==> src/rtl/pc_gen_if.sv <==
// Fetch-stage PC interface: redirect/stall controls in, fetch address and status out.
interface pc_gen_if #(parameter int ADDR_W = 32);
  logic              stall;
  logic              branch_flag;
  logic [ADDR_W-1:0] branch_target;
  logic              flush;
  logic [ADDR_W-1:0] flush_pc;
  logic              ce;
  logic [ADDR_W-1:0] pc;
  logic              pend_valid;
  logic              misalign;

  modport master (
    output stall, branch_flag, branch_target, flush, flush_pc,
    input  ce, pc, pend_valid, misalign
  );

  modport slave (
    input  stall, branch_flag, branch_target, flush, flush_pc,
    output ce, pc, pend_valid, misalign
  );
endinterface

==> src/rtl/pc_gen.sv <==
// Program-counter generator: registered pc/ce, redirects take effect one edge later.
// A branch seen under stall is buffered and applied on stall release; flush overrides all.
module pc_gen #(
  parameter int              ADDR_W     = 32,
  parameter logic [ADDR_W-1:0] RESET_VEC = '0,
  parameter int              INC        = 4,
  parameter int              ALIGN_BITS = 2
) (
  input  logic     clk,
  input  logic     rst,
  pc_gen_if.slave  bus
);

  localparam logic [ADDR_W-1:0] LOW_MASK = (ADDR_W'(1) << ALIGN_BITS) - ADDR_W'(1);

  logic [ADDR_W-1:0] pend_tgt;
  logic              apply;
  logic [ADDR_W-1:0] tgt;

  always_comb begin
    apply = 1'b0;
    tgt   = bus.flush_pc;
    if (bus.flush) begin
      apply = 1'b1;
      tgt   = bus.flush_pc;
    end else if (bus.stall) begin
      apply = 1'b0;
    end else if (bus.branch_flag) begin
      apply = 1'b1;
      tgt   = bus.branch_target;
    end else if (bus.pend_valid) begin
      apply = 1'b1;
      tgt   = pend_tgt;
    end
  end

  always_ff @(posedge clk) begin
    if (rst) begin
      bus.ce         <= 1'b0;
      bus.pc         <= RESET_VEC;
      bus.pend_valid <= 1'b0;
      bus.misalign   <= 1'b0;
      pend_tgt       <= '0;
    end else if (!bus.ce) begin
      bus.ce       <= 1'b1;
      bus.misalign <= 1'b0;
    end else begin
      bus.misalign <= 1'b0;
      if (apply) begin
        // Low bits are checked only at the point of use; pend_tgt keeps the raw value.
        bus.pc         <= tgt & ~LOW_MASK;
        bus.misalign   <= |(tgt & LOW_MASK);
        bus.pend_valid <= 1'b0;
      end else if (bus.stall) begin
        if (bus.branch_flag) begin
          pend_tgt       <= bus.branch_target;
          bus.pend_valid <= 1'b1;
        end
      end else begin
        bus.pc <= bus.pc + ADDR_W'(INC);
      end
    end
  end

endmodule

==> src/flat_wrapper.sv <==
// flat-port wrapper written by rule: the top's interface ports become plain ports
module pc_gen_flat 
#(
  parameter int              ADDR_W     = 32,
  parameter logic [ADDR_W-1:0] RESET_VEC = '0,
  parameter int              INC        = 4,
  parameter int              ALIGN_BITS = 2
)
  (clk, rst, bus_stall, bus_branch_flag, bus_branch_target, bus_flush, bus_flush_pc, bus_ce, bus_pc, bus_pend_valid, bus_misalign);
  pc_gen_if #(.ADDR_W(ADDR_W)) bus_i ();
  input  logic clk;
  input  logic rst;
  input wire logic [$bits(bus_i.stall)-1:0] bus_stall;
  input wire logic [$bits(bus_i.branch_flag)-1:0] bus_branch_flag;
  input wire logic [$bits(bus_i.branch_target)-1:0] bus_branch_target;
  input wire logic [$bits(bus_i.flush)-1:0] bus_flush;
  input wire logic [$bits(bus_i.flush_pc)-1:0] bus_flush_pc;
  output wire logic [$bits(bus_i.ce)-1:0] bus_ce;
  output wire logic [$bits(bus_i.pc)-1:0] bus_pc;
  output wire logic [$bits(bus_i.pend_valid)-1:0] bus_pend_valid;
  output wire logic [$bits(bus_i.misalign)-1:0] bus_misalign;
  assign bus_i.stall = bus_stall;
  assign bus_i.branch_flag = bus_branch_flag;
  assign bus_i.branch_target = bus_branch_target;
  assign bus_i.flush = bus_flush;
  assign bus_i.flush_pc = bus_flush_pc;
  assign bus_ce = bus_i.ce;
  assign bus_pc = bus_i.pc;
  assign bus_pend_valid = bus_i.pend_valid;
  assign bus_misalign = bus_i.misalign;
  pc_gen #(.ADDR_W(ADDR_W), .RESET_VEC(RESET_VEC), .INC(INC), .ALIGN_BITS(ALIGN_BITS)) u_core (.clk(clk), .rst(rst), .bus(bus_i));
endmodule
==> config.mk <==
export PLATFORM = sky130hd
export DESIGN_NAME = pc_gen_flat
export DESIGN_NICKNAME = d
export VERILOG_FILES = /design/src/rtl/pc_gen_if.sv /design/src/rtl/pc_gen.sv /design/src/flat_wrapper.sv
export SDC_FILE = /design/constraint.sdc
export NUM_CORES = 1
export LEC_CHECK = 0
export CAP_MARGIN = 25
export CORE_MARGIN = 3
export CORE_UTILIZATION = 23
export CTS_CLUSTER_SIZE = 28
export DETAILED_ROUTE_END_ITERATION = 10
export PLACE_DENSITY_LB_ADDON = 0.12
export SLEW_MARGIN = 10
export SYNTH_ARGS = -nofsm -noshare
export SYNTH_HDL_FRONTEND = slang
export SYNTH_SLANG_ARGS = --single-unit
==> constraint.sdc <==
create_clock -name clk -period 1.5 [get_ports clk]
set_input_delay 0.3 -clock clk [delete_from_list [all_inputs] [get_ports clk]]
set_output_delay 0.3 -clock clk [all_outputs]
set_load 0.05 [all_outputs]
After elaboration in Yosys (flattened, before gate mapping). Cells that the tools add are included.

Flip-flop bits (word level): 67. Bits of input ports: 69. Logic and storage cells: 30. Output and inout port bits: 35.

Add/subtract/negate cells: 1. Muxes and demuxes: 14. Reduce and logical (&&, ||, !) cells: 7. Bitwise logic cells: 2. Equal/unequal tests: 1.

Operator list (number): 2-to-1 mux 32 bit (6); adder 32 x 3 -> 32 bit (second input constant) (1); 2-to-1 mux 1 bit (8); AND reduction 4 bit (1); nonzero test 2 bit (2); AND reduction 3 bit (1); OR reduction 3 bit (1); inequality test 2 x 1 -> 1 bit (second input constant) (1); inverter 1 bit (2); AND reduction 2 bit (1); OR reduction 2 bit (1).

Depth between registers and ports, before layout.
Word-level depth: 6. Depth in mapped cells: 8. Depth with buffers taken out: 6.

Worst setup path before layout. No wires, ideal clock.

Kind: reg-to-reg. Start: register u_core.bus.pc[2]. End: register u_core.bus.pc[28]. Arrival: 2022 ps. Cell stages (with the launch flop): 7. Path buffers: 0. Clock period less this slack: 2101 ps. Required time: 1421 ps. Library setup time: 79 ps. Path slack: -601 ps. Cell sequence: dfxtp_1 ha_1 nand3_4 nor3_4 nand3_1 xor2_1 a211oi_2.

Word-level cells in the longest chain between the ends: 3.

RTL lines: start, declared (RTL line pc_gen_if.sv:20) `output ce, pc, pend_valid, misalign`; start signal, assigned (RTL line pc_gen.sv:51) `bus.pc <= tgt & ~LOW_MASK;`; start signal, assigned (RTL line pc_gen.sv:60) `bus.pc <= bus.pc + ADDR_W'(INC);`; adder 32 x 3 -> 32 bit (RTL line pc_gen.sv:60); 2-to-1 mux 32 bit (RTL line pc_gen.sv:54) `end else if (bus.stall) begin`; 2-to-1 mux 32 bit (RTL line pc_gen.sv:49) `if (apply) begin`.

No other way between the ends. The select of a mux whose other input is x is not followed. A chain may end at the register's enable or synchronous reset.

Worst setup path after layout.
Start: register u_core.bus.pc[23]. End: register u_core.bus.pc[31].

Same word-level chain as after synthesis.

==> PnR_summary.wiki <==
{| class="wikitable"
! Metric !! Value
|-
| GPL Wtd Cong || 0.855
|-
| Worst-path maximum fanout || 3
|-
| Crit path DAT || 1810 ps
|-
| Data required time of the worst path || 1740 ps
|-
| Overall Power || 5590 uW
|-
| Category of the worst setup path launch point || flip-flop
|-
| Origin of the worst min-delay path || rst
|-
| Insertion delay of the later-clocked pin in the worst-skew pair || 340 ps
|-
| Initial core utilization || 23.6%
|-
| Portion of the post-synthesis area used by sequential elements || 33.2%
|-
| Pin count of the biggest net entering global routing || 33
|-
| Die Span Y || 137 um
|-
| RSZ-0062 raised after global routing || true
|-
| Count of non-filler cells in the finished layout || 956
|-
| Critical Setup Path Class || reg2reg
|-
| Combined area of all synthesized cells || 3920 um^2
|-
| Final critical delay including setup and external delays || 1580 ps
|-
| Crit Reg-Reg Startpoint || u_core.bus.pc[23]
|-
| Initial antenna violation count || 0
|-
| TritonCTS clock tree || yes
|-
| Number of detailed-route iterations in the first pass || 5
|-
| Count of maximum capacitance violations || 0
|-
| Power per standard cell area || 795 nW/um^2
|-
| Layout cells sized above 1 || 35.5%
|-
| Most used standard cell by instance count after synthesis || sky130_fd_sc_hd__nand2_1
|-
| Die ar. || 18600 um^2
|-
| Final Net Count || 801
|-
| Max-slew violation count || 0
|-
| Share of the clock period used by the worst path || 105%
|-
| GRT Total Usage || 17.4%
|-
| First-pass GRT wire length || 25100 um
|-
| Hold-fix buffers, CTS || 0
|-
| Maximum clock insertion buffer count || 2
|-
| Result of the run || finished, violations left
|-
| Number of I/O pins || 104
|-
| Most frequently used flop master after synthesis || sky130_fd_sc_hd__dfxtp_1
|-
| Fillers || 1648
|-
| Area Growth Syn to Fin || 79.6%
|-
| Placed cell count || 924
|-
| Sinks on the clock net || 65
|-
| Largest area contributor in the netlist || sky130_fd_sc_hd__dfxtp_1
|-
| R2R setup slack || -80 ps
|-
| Final hold slack || 348 ps
|-
| Minimum setup slack after placement || -602 ps
|-
| Static Leakage || 0.00270 uW
|-
| Number of setup violations in the final report || 6
|-
| Synth warnings || 0
|-
| Clock H-tree levels || 3
|-
| Count of flip-flops with a built-in enable after synthesis || 0
|-
| Gr ovfl total || 0
|-
| Synth Register Bits || 65
|-
| Number of design-rule violations left by the first detailed-router iteration || 361
|-
| Synthesized instance count || 536
|-
| Vias in the first global route || 4469
|-
| VDD IR max || 0.474 mV
|-
| Final worst clock skew || 5.37 ps
|-
| Average cell area after synthesis || 7.31 um^2
|-
| Master cell of the clock root buffer || sky130_fd_sc_hd__clkbuf_16
|-
| Core Rows || 47
|-
| Post-route ant nets || 0
|-
| Kind of end point of the critical path || flip-flop
|-
| Horiz. Die Dim || 137 um
|-
| Placed wire-length estimate || 12300 um
|-
| Maximum achievable frequency || 634 MHz
|-
| Minimum setup slack in the final design || -76.7 ps
|-
| CORE AREA || 16600 um^2
|-
| Worst setup path startpoint || u_core.bus.pc[23]
|-
| Top cell types by occurrence after synthesis || 118 x sky130_fd_sc_hd__nand2_1, 65 x sky130_fd_sc_hd__dfxtp_1, 55 x sky130_fd_sc_hd__a21oi_1
|-
| Area occupied by multi-input gates || 2650 um^2
|-
| Inserted Clock Buffers || 9
|-
| Final hold vios || 0
|-
| Failing checks || negative setup slack
|-
| Leading post-synthesis cells by cell area || sky130_fd_sc_hd__dfxtp_1 33%, sky130_fd_sc_hd__nand2_1 11%, sky130_fd_sc_hd__a21oi_1 7.0%, sky130_fd_sc_hd__o21ai_0 6.0%, sky130_fd_sc_hd__mux2i_1 2.6%
|-
| Detail-routed via count per cell || 4.91
|-
| Port buffer count || 101
|-
| HP Class || in2reg
|-
| Diode count || 0
|-
| Reg clk slew, reported paths || 60 ps
|-
| Final routed DRC violation total || 0
|-
| Overall via count from detail_route || 4693
|-
| Footprint of the flip-flops and latches || 1400 um^2
|-
| Total Routed Length || 16200 um
|-
| Routed wire length per instance || 17.0 um
|-
| Share of async-settable or async-resettable flops after synthesis || 0%
|-
| Area fraction of the dominant cell type after synthesis || 33.2%
|-
| Unique cell type count in the Yosys netlist || 69
|}
[path summary, 6_finish.rpt]
check,end,cells after the start
worst min-delay path,u_core.bus.ce,2
worst max-delay path,u_core.bus.pc[31],5
worst min register to register,u_core.pend_tgt[28],2
worst max register to register,u_core.bus.pc[31],5
[per-layer routing]
metal	share of wire, %	global-route usage (%)
met5	0	0
met4	1.3	5.15
met3	5.0	2.65
met2	44	26.0
met1	49	25.6
[logic make-up (layout without fill, tap and decap cells)]
family	Yosys count	after routing	share of synthesized area (%)
AND/OR/NAND/NOR	233	233	30.3
adder cells (fa/ha/maj)	1	1	0.319
multiplexers	11	11	2.84
other	1	2	0.0957
AO/OA/AOI/OAI	169	169	26.7
buffers and inverters	53	252	5.90
flip-flops	65	65	33.2
XOR/XNOR	3	3	0.670
[stage by stage]
stage               TNS [ps]  instance area, um^2  utilization, %
floorplan               -638                 4070               -
global placement      -25810                 6360            38.2
detailed placement    -27650                 6360            38.2
CTS                     -200                 6780            40.7
global route           -1230                 7040            42.3
finish                  -220                 7040            42.3
[cell usage in the layout, fill, tap and decap left out, types with 3 or more instances in the layout]
master                              n
sky130_fd_sc_hd__nand4_1           12
sky130_fd_sc_hd__inv_1              8
sky130_fd_sc_hd__buf_2              3
sky130_fd_sc_hd__buf_6             11
sky130_fd_sc_hd__o211ai_1           7
sky130_fd_sc_hd__o22ai_1            4
sky130_fd_sc_hd__and3_1             3
sky130_fd_sc_hd__clkbuf_16         10
sky130_fd_sc_hd__nor3b_1           10
sky130_fd_sc_hd__nand3_1           11
sky130_fd_sc_hd__buf_4            108
sky130_fd_sc_hd__dfxtp_4           25
sky130_fd_sc_hd__nor2_2             3
sky130_fd_sc_hd__nand3_4            4
sky130_fd_sc_hd__a31oi_1            8
sky130_fd_sc_hd__a311oi_2           3
sky130_fd_sc_hd__a21o_1             4
sky130_fd_sc_hd__buf_12            39
sky130_fd_sc_hd__nor2_1            18
sky130_fd_sc_hd__nand4_4            3
sky130_fd_sc_hd__nor2b_1           11
sky130_fd_sc_hd__nor3_1             9
sky130_fd_sc_hd__nand2_1          113
sky130_fd_sc_hd__a21oi_2            4
sky130_fd_sc_hd__nand2_2            4
sky130_fd_sc_hd__o21ai_1           15
sky130_fd_sc_hd__mux2i_1           10
sky130_fd_sc_hd__a221o_1            3
sky130_fd_sc_hd__a21oi_1           51
sky130_fd_sc_hd__clkdlybuf4s50_1   64
sky130_fd_sc_hd__dfxtp_1           38
sky130_fd_sc_hd__nor4_1             3
sky130_fd_sc_hd__nor3_4             3
sky130_fd_sc_hd__o21ai_0           33
[layout make-up]
type                       instances  share of cell area, %
clock buffer                      12                   3.80
clock inverter                     4                  0.320
inverter                           9                  0.480
multi-input combinational        419                   37.7
sequential                        65                   19.9
tap                              220                   3.91
timing repair buffer             227                   33.9
[worst max-delay path, cell delays in order, from the launching register on]
cell	delay, ps
sky130_fd_sc_hd__dfxtp_4	350
sky130_fd_sc_hd__nand4_1	140
sky130_fd_sc_hd__nor4_4	380
sky130_fd_sc_hd__nand4_1	220
sky130_fd_sc_hd__o21ai_1	170
sky130_fd_sc_hd__o2bb2a_2	220
[power breakdown]
part / internal, uW / switching, uW
clock network: 1260 / 830
registers: 1800 / 97.9
logic: 806 / 800
total: 3870 / 1730
[registers in the layout, indices dropped and copies added (netlist names)]
name / cells
u_core.bus.misalign: 1
u_core.bus.ce: 1
u_core.pend_tgt: 32
u_core.bus.pend_valid: 1
u_core.bus.pc: 30
[repair_timing]
action	in CTS	in global routing
gates resized for setup	21	50
endpoints found under the setup margin	63	27
hold endpoints to repair	0	0
setup buffers	7	8
pin swaps	11	24
cloned	0	1
Note: power is estimated with default switching activity, not from simulation.
